--- src/rtl/bg_pkg.sv ---
// Shared definitions for the background-mean estimator: one-hot state encoding,
// pixel width and the saturating pixel conversion.
package bg_pkg;

  localparam int PIXEL_W   = 8;
  localparam int PIXEL_MAX = 255;

  // Bit positions match the Q flag order {Qd, Qb, Qg, Qr, Qa, Qi}.
  typedef enum logic [5:0] {
    ST_IDLE  = 6'b000001,
    ST_ACCUM = 6'b000010,
    ST_DIV_R = 6'b000100,
    ST_DIV_G = 6'b001000,
    ST_DIV_B = 6'b010000,
    ST_DONE  = 6'b100000
  } state_t;

  function automatic logic [PIXEL_W-1:0] sat_pixel(input logic [63:0] q);
    return (q > 64'(PIXEL_MAX)) ? PIXEL_W'(PIXEL_MAX) : q[PIXEL_W-1:0];
  endfunction

endpackage

--- src/rtl/serial_div.sv ---
// Restoring divider, one quotient bit per cycle, MSB first; DVD_W cycles per
// division. quotient is the final value in the cycle where done is high.
module serial_div #(
  parameter int DVD_W = 11,
  parameter int DVS_W = 3
) (
  input  logic             Clk,
  input  logic             Reset_n,
  input  logic             start,
  input  logic [DVD_W-1:0] dividend,
  input  logic [DVS_W-1:0] divisor,
  output logic             busy,
  output logic             done,
  output logic [DVD_W-1:0] quotient
);

  localparam int CNT_W = $clog2(DVD_W + 1);

  logic [DVD_W-1:0] dvd_q, quo_q, src_dvd, src_quo, quo_nx;
  logic [DVS_W-1:0] rem_q, src_rem, rem_nx;
  logic [DVS_W:0]   trial, diff;
  logic [CNT_W-1:0] cnt_q;
  logic             busy_q, load, step, last, fits;

  // The first step works directly on the incoming dividend so no load cycle is spent.
  assign load    = start && !busy_q;
  assign step    = load || busy_q;
  assign src_dvd = load ? dividend : dvd_q;
  assign src_rem = load ? '0 : rem_q;
  assign src_quo = load ? '0 : quo_q;

  assign trial  = {src_rem, src_dvd[DVD_W-1]};
  assign fits   = (trial >= {1'b0, divisor});
  assign diff   = trial - {1'b0, divisor};
  assign rem_nx = fits ? diff[DVS_W-1:0] : trial[DVS_W-1:0];
  assign quo_nx = {src_quo[DVD_W-2:0], fits};

  assign last     = busy_q ? (cnt_q == CNT_W'(DVD_W - 1)) : (DVD_W == 1);
  assign done     = step && last;
  assign busy     = busy_q;
  assign quotient = quo_nx;

  always_ff @(posedge Clk or negedge Reset_n) begin
    if (!Reset_n) begin
      dvd_q  <= '0;
      quo_q  <= '0;
      rem_q  <= '0;
      cnt_q  <= '0;
      busy_q <= 1'b0;
    end else if (step) begin
      dvd_q  <= src_dvd << 1;
      quo_q  <= quo_nx;
      rem_q  <= rem_nx;
      cnt_q  <= busy_q ? cnt_q + CNT_W'(1) : CNT_W'(1);
      busy_q <= !last;
    end
  end

endmodule

--- src/rtl/bg_mean_estimator.sv ---
// Background-mean estimator: accumulates NUM_SUMS partial channel sums, then
// divides each channel by NUM_SUMS*PIXELS_PER_SUM. `BG_MEAN_ROUND_EN adds TOTAL/2 for round-half-up.
module bg_mean_estimator
  import bg_pkg::*;
#(
  parameter int NUM_SUMS       = 4,
  parameter int PIXELS_PER_SUM = 1,
  parameter int SUM_W          = 8
) (
  input  logic             Clk,
  input  logic             Reset_n,
  input  logic             Start,
  input  logic             sum_valid,
  input  logic [SUM_W-1:0] red_sum,
  input  logic [SUM_W-1:0] green_sum,
  input  logic [SUM_W-1:0] blue_sum,
  input  logic             Ack,
  output logic [7:0]       red_exp,
  output logic [7:0]       green_exp,
  output logic [7:0]       blue_exp,
  output logic             Done,
  output logic             Qi,
  output logic             Qa,
  output logic             Qr,
  output logic             Qg,
  output logic             Qb,
  output logic             Qd
);

  localparam int ACC_W = SUM_W + $clog2(NUM_SUMS) + 1;
  localparam int TOTAL = NUM_SUMS * PIXELS_PER_SUM;
  localparam int DVS_W = $clog2(TOTAL + 1);
  localparam int CNT_W = $clog2(NUM_SUMS + 1);
`ifdef BG_MEAN_ROUND_EN
  localparam int BIAS = TOTAL / 2;
`else
  localparam int BIAS = 0;
`endif

  // Handshake: Start is a level sampled only in IDLE; sum_valid qualifies one
  // partial sum per cycle only in ACCUM; Done stays high until Ack is seen in DONE.
  state_t           state_q, state_d;
  logic [ACC_W-1:0] acc_r, acc_g, acc_b, bias_add, div_dividend, div_quo;
  logic [CNT_W-1:0] sum_cnt;
  logic             last_sum, div_start, div_busy, div_done;

  assign last_sum = (sum_cnt == CNT_W'(NUM_SUMS - 1));
  assign bias_add = last_sum ? ACC_W'(BIAS) : '0;

  always_ff @(posedge Clk or negedge Reset_n) begin
    if (!Reset_n) state_q <= ST_IDLE;
    else          state_q <= state_d;
  end

  always_comb begin
    state_d   = state_q;
    div_start = 1'b0;
    case (state_q)
      ST_IDLE:  if (Start) state_d = ST_ACCUM;
      ST_ACCUM: if (sum_valid && last_sum) state_d = ST_DIV_R;
      ST_DIV_R: begin
        div_start = !div_busy;
        if (div_done) state_d = ST_DIV_G;
      end
      ST_DIV_G: begin
        div_start = !div_busy;
        if (div_done) state_d = ST_DIV_B;
      end
      ST_DIV_B: begin
        div_start = !div_busy;
        if (div_done) state_d = ST_DONE;
      end
      ST_DONE:  if (Ack) state_d = ST_IDLE;
      default:  state_d = ST_IDLE;
    endcase
  end

  always_comb begin
    case (state_q)
      ST_DIV_G: div_dividend = acc_g;
      ST_DIV_B: div_dividend = acc_b;
      default:  div_dividend = acc_r;
    endcase
  end

  always_ff @(posedge Clk or negedge Reset_n) begin
    if (!Reset_n) begin
      acc_r     <= '0;
      acc_g     <= '0;
      acc_b     <= '0;
      sum_cnt   <= '0;
      red_exp   <= '0;
      green_exp <= '0;
      blue_exp  <= '0;
    end else begin
      if (state_q == ST_IDLE && Start) begin
        acc_r   <= '0;
        acc_g   <= '0;
        acc_b   <= '0;
        sum_cnt <= '0;
      end else if (state_q == ST_ACCUM && sum_valid) begin
        acc_r   <= acc_r + ACC_W'(red_sum) + bias_add;
        acc_g   <= acc_g + ACC_W'(green_sum) + bias_add;
        acc_b   <= acc_b + ACC_W'(blue_sum) + bias_add;
        sum_cnt <= sum_cnt + CNT_W'(1);
      end
      if (div_done) begin
        case (state_q)
          ST_DIV_R: red_exp   <= sat_pixel(64'(div_quo));
          ST_DIV_G: green_exp <= sat_pixel(64'(div_quo));
          ST_DIV_B: blue_exp  <= sat_pixel(64'(div_quo));
          default: ;
        endcase
      end
    end
  end

  serial_div #(
    .DVD_W(ACC_W),
    .DVS_W(DVS_W)
  ) u_div (
    .Clk      (Clk),
    .Reset_n  (Reset_n),
    .start    (div_start),
    .dividend (div_dividend),
    .divisor  (DVS_W'(TOTAL)),
    .busy     (div_busy),
    .done     (div_done),
    .quotient (div_quo)
  );

  assign {Qd, Qb, Qg, Qr, Qa, Qi} = state_q;
  assign Done = Qd;

endmodule

--- config.mk ---
export PLATFORM = sky130hd
export DESIGN_NAME = bg_mean_estimator
export DESIGN_NICKNAME = d
export VERILOG_FILES = /design/src/rtl/bg_pkg.sv /design/src/rtl/serial_div.sv /design/src/rtl/bg_mean_estimator.sv
export SDC_FILE = /design/constraint.sdc
export NUM_CORES = 1
export LEC_CHECK = 0
export ABC_AREA = 1
export CAP_MARGIN = 5
export CORE_MARGIN = 3
export CORE_UTILIZATION = 57
export CTS_CLUSTER_SIZE = 30
export DETAILED_ROUTE_END_ITERATION = 8
export HOLD_SLACK_MARGIN = 0.12
export PLACE_DENSITY = 0.81
export SYNTH_ARGS = -nofsm -noshare
export SYNTH_HDL_FRONTEND = slang
export SYNTH_SLANG_ARGS = --single-unit
--- constraint.sdc ---
create_clock -name Clk -period 2.35 [get_ports Clk]
set_clock_uncertainty 0.05 [all_clocks]
set_input_delay 0.3525 -clock Clk [delete_from_list [all_inputs] [get_ports Clk]]
set_output_delay 0.3525 -clock Clk [all_outputs]
set_load 0.01 [all_outputs]
==> summary.txt <==
Status
  – Status: finished clean

STA
  – Final setup vio count: 0
  – RSZ-0062 raised after global routing: false
  – Crit share post-route: 86.9%
  – Worst Tran Pin Value: 0.537 ns
  – Relative slew slack: 64.2%
  – Final hold violation count: 0
  – F_max: 0.489 GHz
  – Setup TNS: 0 ns
  – Min Hold Slack: 0.441 ns
  – Final Critical Period: 2.04 ns
  – Final Max Tran Viols: 0

Placement
  – Port Buffers: 59
  – Routability congestion estimate from global placement: 0.945
  – HPWL after detailed placement: 10200 um
  – Cells after DPL: 867
  – Post-DP Area: 6130 um2

Logic synthesis
  – Yosys reg bits: 94
  – Post-Synth Simple-Gate Area: 32.1%
  – XOR/XNOR Fraction of Synth Area: 0.488%
  – Mux cell area share after synthesis: 0%
  – Compound-Gate Fraction of Synth Area: 8.99%
  – Yosys Warn Count: 0
  – Mapped Area: 5390 um2
  – Syn nets: 762
  – Mean Syn Cell Area: 7.68 um2
  – Sequential element share of the synthesized area: 43.7%
  – Mapped Cells: 702
  – Synth Area in Adders: 7.62%
  – Synth cell types: 35
  – Largest family of logic cells by synthesized area: simple AND/OR/NAND/NOR gates

Critical path
  – Critical Path Source Type: flip-flop
  – Delay-heaviest family, CP: simple AND/OR/NAND/NOR gates
  – Worst-path fanout max: 12
  – Crit path arrival time: 2.30 ns
  – Endpoint type of the worst setup path: flip-flop
  – Crit path kind: reg -> reg
  – Required time worst endpoint: 2.60 ns
  – Crit path cell chain: nor2_1 > nand4_1 > buf_4 > inv_1 > buf_4 > o21ai_0 > o21ai_1
  – Number of buffers and inverters on the critical path: 3
  – Crit path largest cell delay: 0.47 ns
  – Top cell by count, worst path: buf_4
  – Worst-path cell with the longest stage delay: dfrtp_1

Global routing
  – Met1 Track Usage GR: 39.5%
  – Gr busiest metal: met2
  – Met2 usage: 42.0%
  – First-pass GRT wire length: 22300 um
  – Grt ovf: 0
  – Initial antenna violation count: 0
  – M3 GR Usage: 3.89%
  – GR Util All Layers: 26.8%
  – Largest net degree at the start of global routing: 40
  – Vias in the first global route: 4634

Detailed routing
  – First-iteration detailed-routing DRC count: 311
  – DR pass1 iterations: 5
  – DR vias/cell: 5.70
  – DRT antenna net count: 0
  – DRC violations left: 0
  – Via total after detailed routing: 5035
  – Avg WL per Cell: 15.4 um
  – WL final: 13600 um

CTS
  – CTS max path bufs: 2
  – Clock transition at the registers of the reported paths: 0.11 ns
  – Clock root buffer: clkbuf_8
  – Setup Fix Bufs, Post-CTS: 0
  – Worst-Skew Late Latency: 0.38 ns
  – PostCTS Resize Cnt: 0
  – TritonCTS clock tree: built
  – Hold Buf Count CTS: 1
  – CTS Buf Count: 9
  – CTS HTree Levels: 3
  – Clk sink count: 94

Pwr
  – VDD IR-drop max: 0.619 mV
  – PwrDens: 1020 nW/um2
  – Leakage: 3.37 nW

Final layout
  – Fin cells: 884
  – Antenna Cells: 0
  – Nets@finish: 831
  – Area grow syn2layout: 17.3%
  – Layout Cell Area excl Fill: 6320 um2
  – Share of cells above drive strength 1: 6.83%
  – Utilization after layout: 70.7%

Die
  – Chip width: 103 um
  – Die ar.: 10700 um2
  – # rows: 34
  – Core area: 8930 um2
  – Die Y: 103 um
  – Starting density of the core: 60.3%
  – I/O pin count: 60

Min path
  – Min-Delay Path Class: in -> async

Flow run
  – Max-cap violations: 0
final cells by class:
type | count | area (um2)
Clock inverter | 6 | 53.8
Fill cell | 739 | 2620
Multi-Input combinational cell | 520 | 2650
Timing Repair Buffer | 76 | 731
Tap cell | 108 | 135
Clock buffer | 10 | 128
Sequential cell | 94 | 2350
Inverter | 70 | 265
stage by stage:
step                power [W]  setup slack, ns
floorplan             0.00447            0.616
global placement      0.00525            0.112
detailed placement    0.00536           0.0283
CTS                   0.00639            0.346
finish                0.00643            0.307
global route          0.00694            0.125
worst paths after layout:
kind	slack, ns	from	depth (start not counted)	to
max reg2reg	0.31	state_q[5]$_DFFE_PN0P_	7	acc_g[2]$_DFFE_PN0P_
min in group Clk	0.44	blue_exp[3]$_DFFE_PN0P_	2	blue_exp[3]$_DFFE_PN0P_
min reg2reg	0.44	blue_exp[3]$_DFFE_PN0P_	2	blue_exp[3]$_DFFE_PN0P_
max	0.31	state_q[5]$_DFFE_PN0P_	7	acc_g[2]$_DFFE_PN0P_
max in group asynchronous	1.09	Reset_n	3	state_q[0]$_DFFE_PN1P_
min	0.44	Reset_n	2	state_q[4]$_DFFE_PN0P_
logic make-up (layout without fill, tap and decap cells):
family	after synthesis	in the layout
flip-flops	94	94
AND/OR/NAND/NOR	402	402
adder cells (fa/ha/maj)	31	31
XOR/XNOR	3	3
AO/OA/AOI/OAI	84	84
buffers and inverters	88	162
cell usage after synthesis, drive strengths merged:
| master | number | area, um2 |
|---|---|---|
| dfrtp | 93 | 2330 |
| buf | 14 | 103 |
| inv | 68 | 258 |
| xnor2 | 1 | 8.76 |
| o21ai | 32 | 160 |
| clkinv | 2 | 7.51 |
| o21bai | 2 | 15.0 |
| a22o | 6 | 52.6 |
| a21oi | 24 | 120 |
| nand3 | 75 | 393 |
| fa | 3 | 60.1 |
| nor3b | 1 | 7.51 |
| ha | 28 | 350 |
| a21boi | 4 | 30.0 |
| xor2 | 2 | 17.5 |
| o211ai | 2 | 15.0 |
| o22ai | 11 | 68.8 |
| nand4 | 16 | 100 |
| clkbuf | 4 | 15.0 |
| a21o | 3 | 22.5 |
| nand3b | 1 | 7.51 |
| dfstp | 1 | 26.3 |
| nand2 | 251 | 950 |
| nor3 | 3 | 15.0 |
| nor2 | 55 | 259 |
worst register-to-register path, delay by kind of cell (launching register included):
family | cells | cell delay, ns
DFF | 1 | 0.47
buffers and inverters | 3 | 0.52
and+or+nand+nor | 2 | 0.69
AOI/OAI and AO/OA | 2 | 0.24
flip-flops by register name, indices dropped and copies added, names as in the netlist:
| signal | count |
|---|---|
| acc_b | 11 |
| acc_g | 11 |
| acc_r | 11 |
| blue_exp | 8 |
| green_exp | 8 |
| red_exp | 8 |
| state_q | 6 |
| sum_cnt | 3 |
| u_div.busy | 1 |
| u_div.cnt_q | 4 |
| u_div.dvd_q | 10 |
| u_div.quo_q | 10 |
| u_div.rem_q | 3 |
power breakdown:
group	total (W)	switching (W)	internal, W
Combinational	0.00292	0.00190	0.00102
Clock	0.00104	0.000631	0.000404
Sequential	0.00247	0.000412	0.00206
Total	0.00643	0.00294	0.00349
per-layer routing:
layer / vias to the layer above / wire [um] / part of all wire [%]
met3: 22 / 892 / 6.6
li1: 2429 / - / -
met2: 190 / 6500 / 48
met4: 0 / 184 / 1.4
met1: 2394 / 6030 / 44
met5: - / 0 / 0
placed cells by master, fill, tap and decap left out, drive strengths merged:
cell type	count
a21boi	4
a21o	3
a21oi	24
a22o	6
buf	17
clkbuf	10
clkdlybuf4s50	58
clkinv	4
clkinvlp	1
dfrtp	93
dfstp	1
dlygate4sd3	1
fa	3
ha	28
inv	71
nand2	251
nand3	75
nand3b	1
nand4	16
nor2	55
nor3	3
nor3b	1
o211ai	2
o21ai	32
o21bai	2
o22ai	11
xnor2	1
xor2	2
Power figures use the tool's default switching activity.
==> patch 1: new RTL, config.mk and constraints unchanged <==
Make the reset (`Reset_n`) synchronous in 3 clocked blocks.
--- a/src/rtl/serial_div.sv
+++ b/src/rtl/serial_div.sv
@@ -40,7 +40,7 @@
   assign busy     = busy_q;
   assign quotient = quo_nx;
 
-  always_ff @(posedge Clk or negedge Reset_n) begin
+  always_ff @(posedge Clk) begin
     if (!Reset_n) begin
       dvd_q  <= '0;
       quo_q  <= '0;
--- a/src/rtl/bg_mean_estimator.sv
+++ b/src/rtl/bg_mean_estimator.sv
@@ -47,7 +47,7 @@
   assign last_sum = (sum_cnt == CNT_W'(NUM_SUMS - 1));
   assign bias_add = last_sum ? ACC_W'(BIAS) : '0;
 
-  always_ff @(posedge Clk or negedge Reset_n) begin
+  always_ff @(posedge Clk) begin
     if (!Reset_n) state_q <= ST_IDLE;
     else          state_q <= state_d;
   end
@@ -83,7 +83,7 @@
     endcase
   end
 
-  always_ff @(posedge Clk or negedge Reset_n) begin
+  always_ff @(posedge Clk) begin
     if (!Reset_n) begin
       acc_r     <= '0;
       acc_g     <= '0;
Formal check against the unedited RTL: differs if Reset_n is asserted again (counterexample within 4 cycles, from zero or initial values and one cycle with Reset_n low); with Reset_n held inactive, the same outputs for 10 cycles.
==> patch 1 against the unedited design <==
  * Area after synthesis decreased by 5.7%
  * Global-route usage fell by 1.3 points
  * Sequential cell count did not move
  * Cell area down 5.8%
  * Wire length fell by 8.7%
  * Cell count shrank 1.0%
  * Worst setup slack better by 34 ps
Power is not compared: it rests on default switching activity, and its combinational part moved more than twofold at a synthesized area within 25%.
==> patch 1: results (changes against the unedited design) <==
GRT:
- The global-route wire length before repair is 21000 um (-6.2%).
- The number of global-route vias before repair is 4677 (+0.93%).
- The global-route usage over all layers came to 25.5% (-1.3 points).
- The pin count of the biggest net entering global routing was 37 (-7.5%).

Placement:
- The HPWL after detailed placement is 9360 um (-8.5%).
- The total of buffers placed on input and output ports came to 59 (unchanged).
- The final estimated routing congestion in global placement is 0.920 (-2.6%).

Clock network:
- The clock tree root driver cell is sky130_fd_sc_hd__clkbuf_8.
- The clock latency of the later-clocked register in the worst-skew pair came to 380 ps (about the same).
- The TritonCTS buffer count came to 9 (unchanged).
- The number of levels in the clock H-tree is 3 (unchanged).

Synth:
- The portion of the post-synthesis area used by sequential elements came to 37.0% (-6.6 points).
- After synthesis, the cell types taking the most area are sky130_fd_sc_hd__dfxtp_1, sky130_fd_sc_hd__nand2_1, sky130_fd_sc_hd__a21oi_1.
- The net count after synthesis came to 772 (+1.3%).
- The xor and xnor area share after synthesis is 2.07% (+1.6 points).
- The share of synthesized cell area in full adder, half adder and majority cells was 8.08% (+0.46 points).
- By count the netlist is led by sky130_fd_sc_hd__nand2_1, sky130_fd_sc_hd__dfxtp_1, sky130_fd_sc_hd__inv_1.
- The async set-or-reset flop fraction in the synthesized netlist is 0% (-100 points).
- The area fraction in compound gates after synthesis came to 19.1% (+10 points).
- The count of unique library cells instantiated by Yosys is 36 (+2.9%).

Setup path:
- The dominant delay contributor by cell family on the critical path is simple AND/OR/NAND/NOR gates.
- The largest fanout on the critical path was 3 (-9).
- The largest single stage delay on the critical path is around 460 ps.
- The slack of the worst reg-to-reg path was 350 ps (+40 ps).
- The endpoint arrival time on the critical path came to 2240 ps (-60 ps).
- The slowest stage cell on the critical path is sky130_fd_sc_hd__clkdlybuf4s50_1.

Final layout:
- The number of antenna repair diodes was 0 (unchanged).
- The number of nets in the finished design was 825 (-0.72%).
- The layout cell share with drive strength beyond 1 is 6.10% (-0.73 points).
- The largest registers in the layout are acc_b: 11 flops, acc_g: 11 flops, acc_r: 11 flops.
- The count of filler cells inserted in the layout was 697 (-5.7%).

Power and ir drop:
- The leakage power is between 2 and 3 nW.
- Across the VDD grid, the largest voltage drop is 0.477 mV.

Drt:
- The count of routing violations after the opening detailed-route iteration came to 213 (-32%).
- The routed wire length per instance is 14.2 um (-7.8%).
- The detailed-route via count came to 4845 (-3.8%).

STA:
- The worst hold slack after final layout is 421 ps (-19.3 ps).
- The actual slew at the worst max-slew pin came to 583 ps (+46.7 ps).

Min path:
- The worst hold path belongs to the class reg -> reg.

Run status:
- The run finished with clean final reports.
## patch 1: cells by family (layout without fill, tap and decap cells)
group / after synthesis / in the layout
AO/OA/AOI/OAI: 178 / 178
XOR/XNOR: 12 / 12
adder cells (fa/ha/maj): 31 / 31
buffers and inverters: 115 / 173
flip-flops: 94 / 94
AND/OR/NAND/NOR: 282 / 282
## patch 1: power by group
group,internal [W],switching [W]
sequential,0.00168,0.000104
combinational,0.000369,0.000669
clock,0.000421,0.000662
total,0.00247,0.00143
## patch 1: final timing paths
| check | depth (start not counted) | to | from |
|---|---|---|---|
| max | 11 | acc_r[10]$_SDFFE_PP0P_ | red_sum[0] |
| min | 2 | u_div.rem_q[2]$_SDFFE_PN0P_ | u_div.rem_q[2]$_SDFFE_PN0P_ |
| min reg2reg | 2 | u_div.rem_q[2]$_SDFFE_PN0P_ | u_div.rem_q[2]$_SDFFE_PN0P_ |
| max reg2reg | 10 | acc_r[10]$_SDFFE_PP0P_ | acc_r[0]$_SDFFE_PP0P_ |
## patch 1: layout make-up
class / instances / area share [%]
clock inverters: 7 / 1.26
clock buffers: 9 / 2.08
flip-flops and latches: 94 / 31.6
well taps: 105 / 2.21
repair buffers: 67 / 11.1
inverters: 90 / 5.67
multi-input cells: 503 / 46.0
## patch 1: layer usage
metal | wire (um) | global-route usage (%) | share of wire, % | vias to the layer above
li1 | - | - | - | 2455
met1 | 5600 | 32.3 | 45 | 2245
met2 | 6000 | 43.4 | 48 | 117
met3 | 546 | 4.38 | 4.4 | 28
met4 | 281 | 9.12 | 2.3 | 0
met5 | 0 | 0 | 0 | -
## patch 1: metrics by stage
step                instances  cell area, um2  TNS [ps]  setup WS (ps)  utilization [%]
CTS                       875            5950         0            216             70.6
floorplan                 712            5080         0            614                -
detailed placement        859            5750     -15.4          -15.4             68.3
finish                    875            5950         0            341             70.7
global placement          859            5750         0           55.0             68.3
global route              875            5950         0            188             70.7
## patch 1: repair_timing
item / CTS / global route
setup buffers: 0 / 0
resized for setup: 0 / 1
setup endpoints to repair: 0 / 3
hold buffers: 0 / 0
## patch 1: worst reg2reg max path, delay by kind of cell, from the launching register on
family | cells | cell delay (ps)
adder cells (fa/ha/maj) | 2 | 580
buffers and inverters | 1 | 70
flip-flops | 1 | 400
AND/OR/NAND/NOR | 7 | 810
==> patch 2: new RTL, config.mk and constraints unchanged <==
Made on the original files. The option `BG_MEAN_ROUND_EN` is turned on by a define.
--- a/src/rtl/bg_mean_estimator.sv
+++ b/src/rtl/bg_mean_estimator.sv
@@ -1,5 +1,7 @@
 // Background-mean estimator: accumulates NUM_SUMS partial channel sums, then
 // divides each channel by NUM_SUMS*PIXELS_PER_SUM. `BG_MEAN_ROUND_EN adds TOTAL/2 for round-half-up.
+`define BG_MEAN_ROUND_EN
+
 module bg_mean_estimator
   import bg_pkg::*;
 #(
Check against the original RTL: no difference found for any inputs over 10 cycles, from zero or initial values and one cycle with Reset_n low; that may be too few to reach the edited logic, so the function may still have changed.
==> patch 2 against the unedited design <==
  * The run now ends with negative setup slack left
  * Sequential share of layout area decreased by 3.3 points
  * Highest routed layer unchanged
  * Wire length up 2.5%
  * Total power rose by 27%
  * Sequential cell count unchanged
  * Area after synthesis rose by 6.4%
  * Cell area increased by 9.6%
  * Worst setup slack got worse by 450 ps
  * Largest cell class unchanged
  * Worst hold slack got worse by 81 ps
==> patch 2: results (changes against the unedited design) <==
Placement:
- The final estimated routing congestion in global placement is 0.927 (-1.9%).
- The HPWL after detailed placement is 10500 um (+2.2%).
- The area after detailed placement is 6560 um2 (+7.0%).
- The pre-CTS setup slack is -271 ps (-300 ps).
- The number of cells in the design after placement is 886 (+2.2%).

STA:
- The final-layout setup total negative slack is -680 ps (-680 ps).
- The final number of setup-violating endpoints came to 9 (+9).
- The smallest setup slack after layout is -141 ps (-448 ps).
- The actual slew at the worst max-slew pin came to 566 ps (+29.0 ps).
- The worst hold slack after final layout is 360 ps (-80.9 ps).

GRT:
- The met3 track utilization from global routing came to 3.34% (-0.55 points).
- The number of global-route vias before repair is 5115 (+10%).
- The fraction of met1 tracks used by global routing came to 31.6% (-7.9 points).
- The met2 track demand over resource is 46.5% (+4.4 points).
- The global-route wire length before repair is 23500 um (+5.1%).
- The pin count of the biggest net entering global routing was 47 (+18%).

Drt:
- The routed length on met1 came to 5800 um (-3.8%).
- The routed wire length per instance was 15.4 um (-0.18%).
- The average via count per standard cell is 5.61 (-1.4%).
- The sum of met3 wire segment lengths after detailed routing was 681 um (-24%).
- The count of routing violations after the opening detailed-route iteration came to 301 (-3.2%).
- The total wirelength of the detailed-routed design is 14000 um (+2.5%).

Final layout:
- The clock network area share is 2.75% (-0.12 points).
- The non-clock inverter count in the final layout is 54 (-23%).
- The layout cell share with drive strength beyond 1 is 14.9% (+8.1 points).
- The number of nets in the finished design is 858 (+3.2%).
- The count of filler cells inserted in the layout is 717 (-3.0%).
- The multi-input logic portion of the cell area is 46.0% (+4.0 points).
- The layout clock buffer count is 9 (-1).
- The multi-input gate count is 528 (+1.5%).
- The total of plain and repair buffers excluding clock buffers is 87 (+14%).

Run status:
- The checks that failed: negative setup slack.
- The run finished, with violations left.

Setup path:
- The delay of the slowest critical-path stage is 440 ps (-30 ps).
- Among cell families on the critical path, the largest total delay comes from adder cells.
- The destination of the critical timing path is acc_g[9]$_DFFE_PN0P_.

Synth:
- The count of unique library cells instantiated by Yosys is 39 (+11%).
- The xor and xnor area share after synthesis is 0.611% (+0.12 points).
- The area fraction in compound gates after synthesis came to 9.93% (+0.95 points).
- The share of synthesized cell area in full adder, half adder and majority cells is 12.8% (+5.2 points).
- The portion of the post-synthesis area used by sequential elements is 41.1% (-2.6 points).
- The net count after synthesis is 777 (+2.0%).
- In the synthesized netlist, the cells that appear most often are sky130_fd_sc_hd__nand2_1, sky130_fd_sc_hd__dfrtp_1, sky130_fd_sc_hd__nor2_1.
- The number of cells produced by synthesis is 693 (-1.3%).

Power and ir drop:
- The design internal power is 0.00432 W (+24%).
- The switching share of total power came to 47.2% (+1.5 points).
- The worst voltage drop across the vdd grid is 0.649 mV (+4.9%).
- The power in combinational cells is 0.00456 W (+56%).
- The register share of total power was 31.3% (-7.1 points).

Clock network:
- The number of gates resized after CTS is 10 (+10).
- The setup fix buffers added after clock tree synthesis is 1 (+1).
patch 2: changes by cell type after synthesis, moves of 6 or more:
cell,change
sky130_fd_sc_hd__nand3_1,-29
sky130_fd_sc_hd__inv_1,-16
sky130_fd_sc_hd__nand2_1,-27
sky130_fd_sc_hd__a21oi_1,+16
sky130_fd_sc_hd__nand2_4,+12
sky130_fd_sc_hd__o21ai_1,+7
sky130_fd_sc_hd__a22o_1,-6
sky130_fd_sc_hd__nor2_1,+7
sky130_fd_sc_hd__ha_1,+21
patch 2: logic make-up (layout without fill, tap and decap cells):
| kind of cell | Yosys count | after routing |
|---|---|---|
| and+or+nand+nor | 366 | 366 |
| AOI/OAI and AO/OA | 103 | 103 |
| DFF | 94 | 94 |
| buffers and inverters | 71 | 157 |
| adders and majority gates | 55 | 55 |
| xor gates and xnor gates | 4 | 4 |
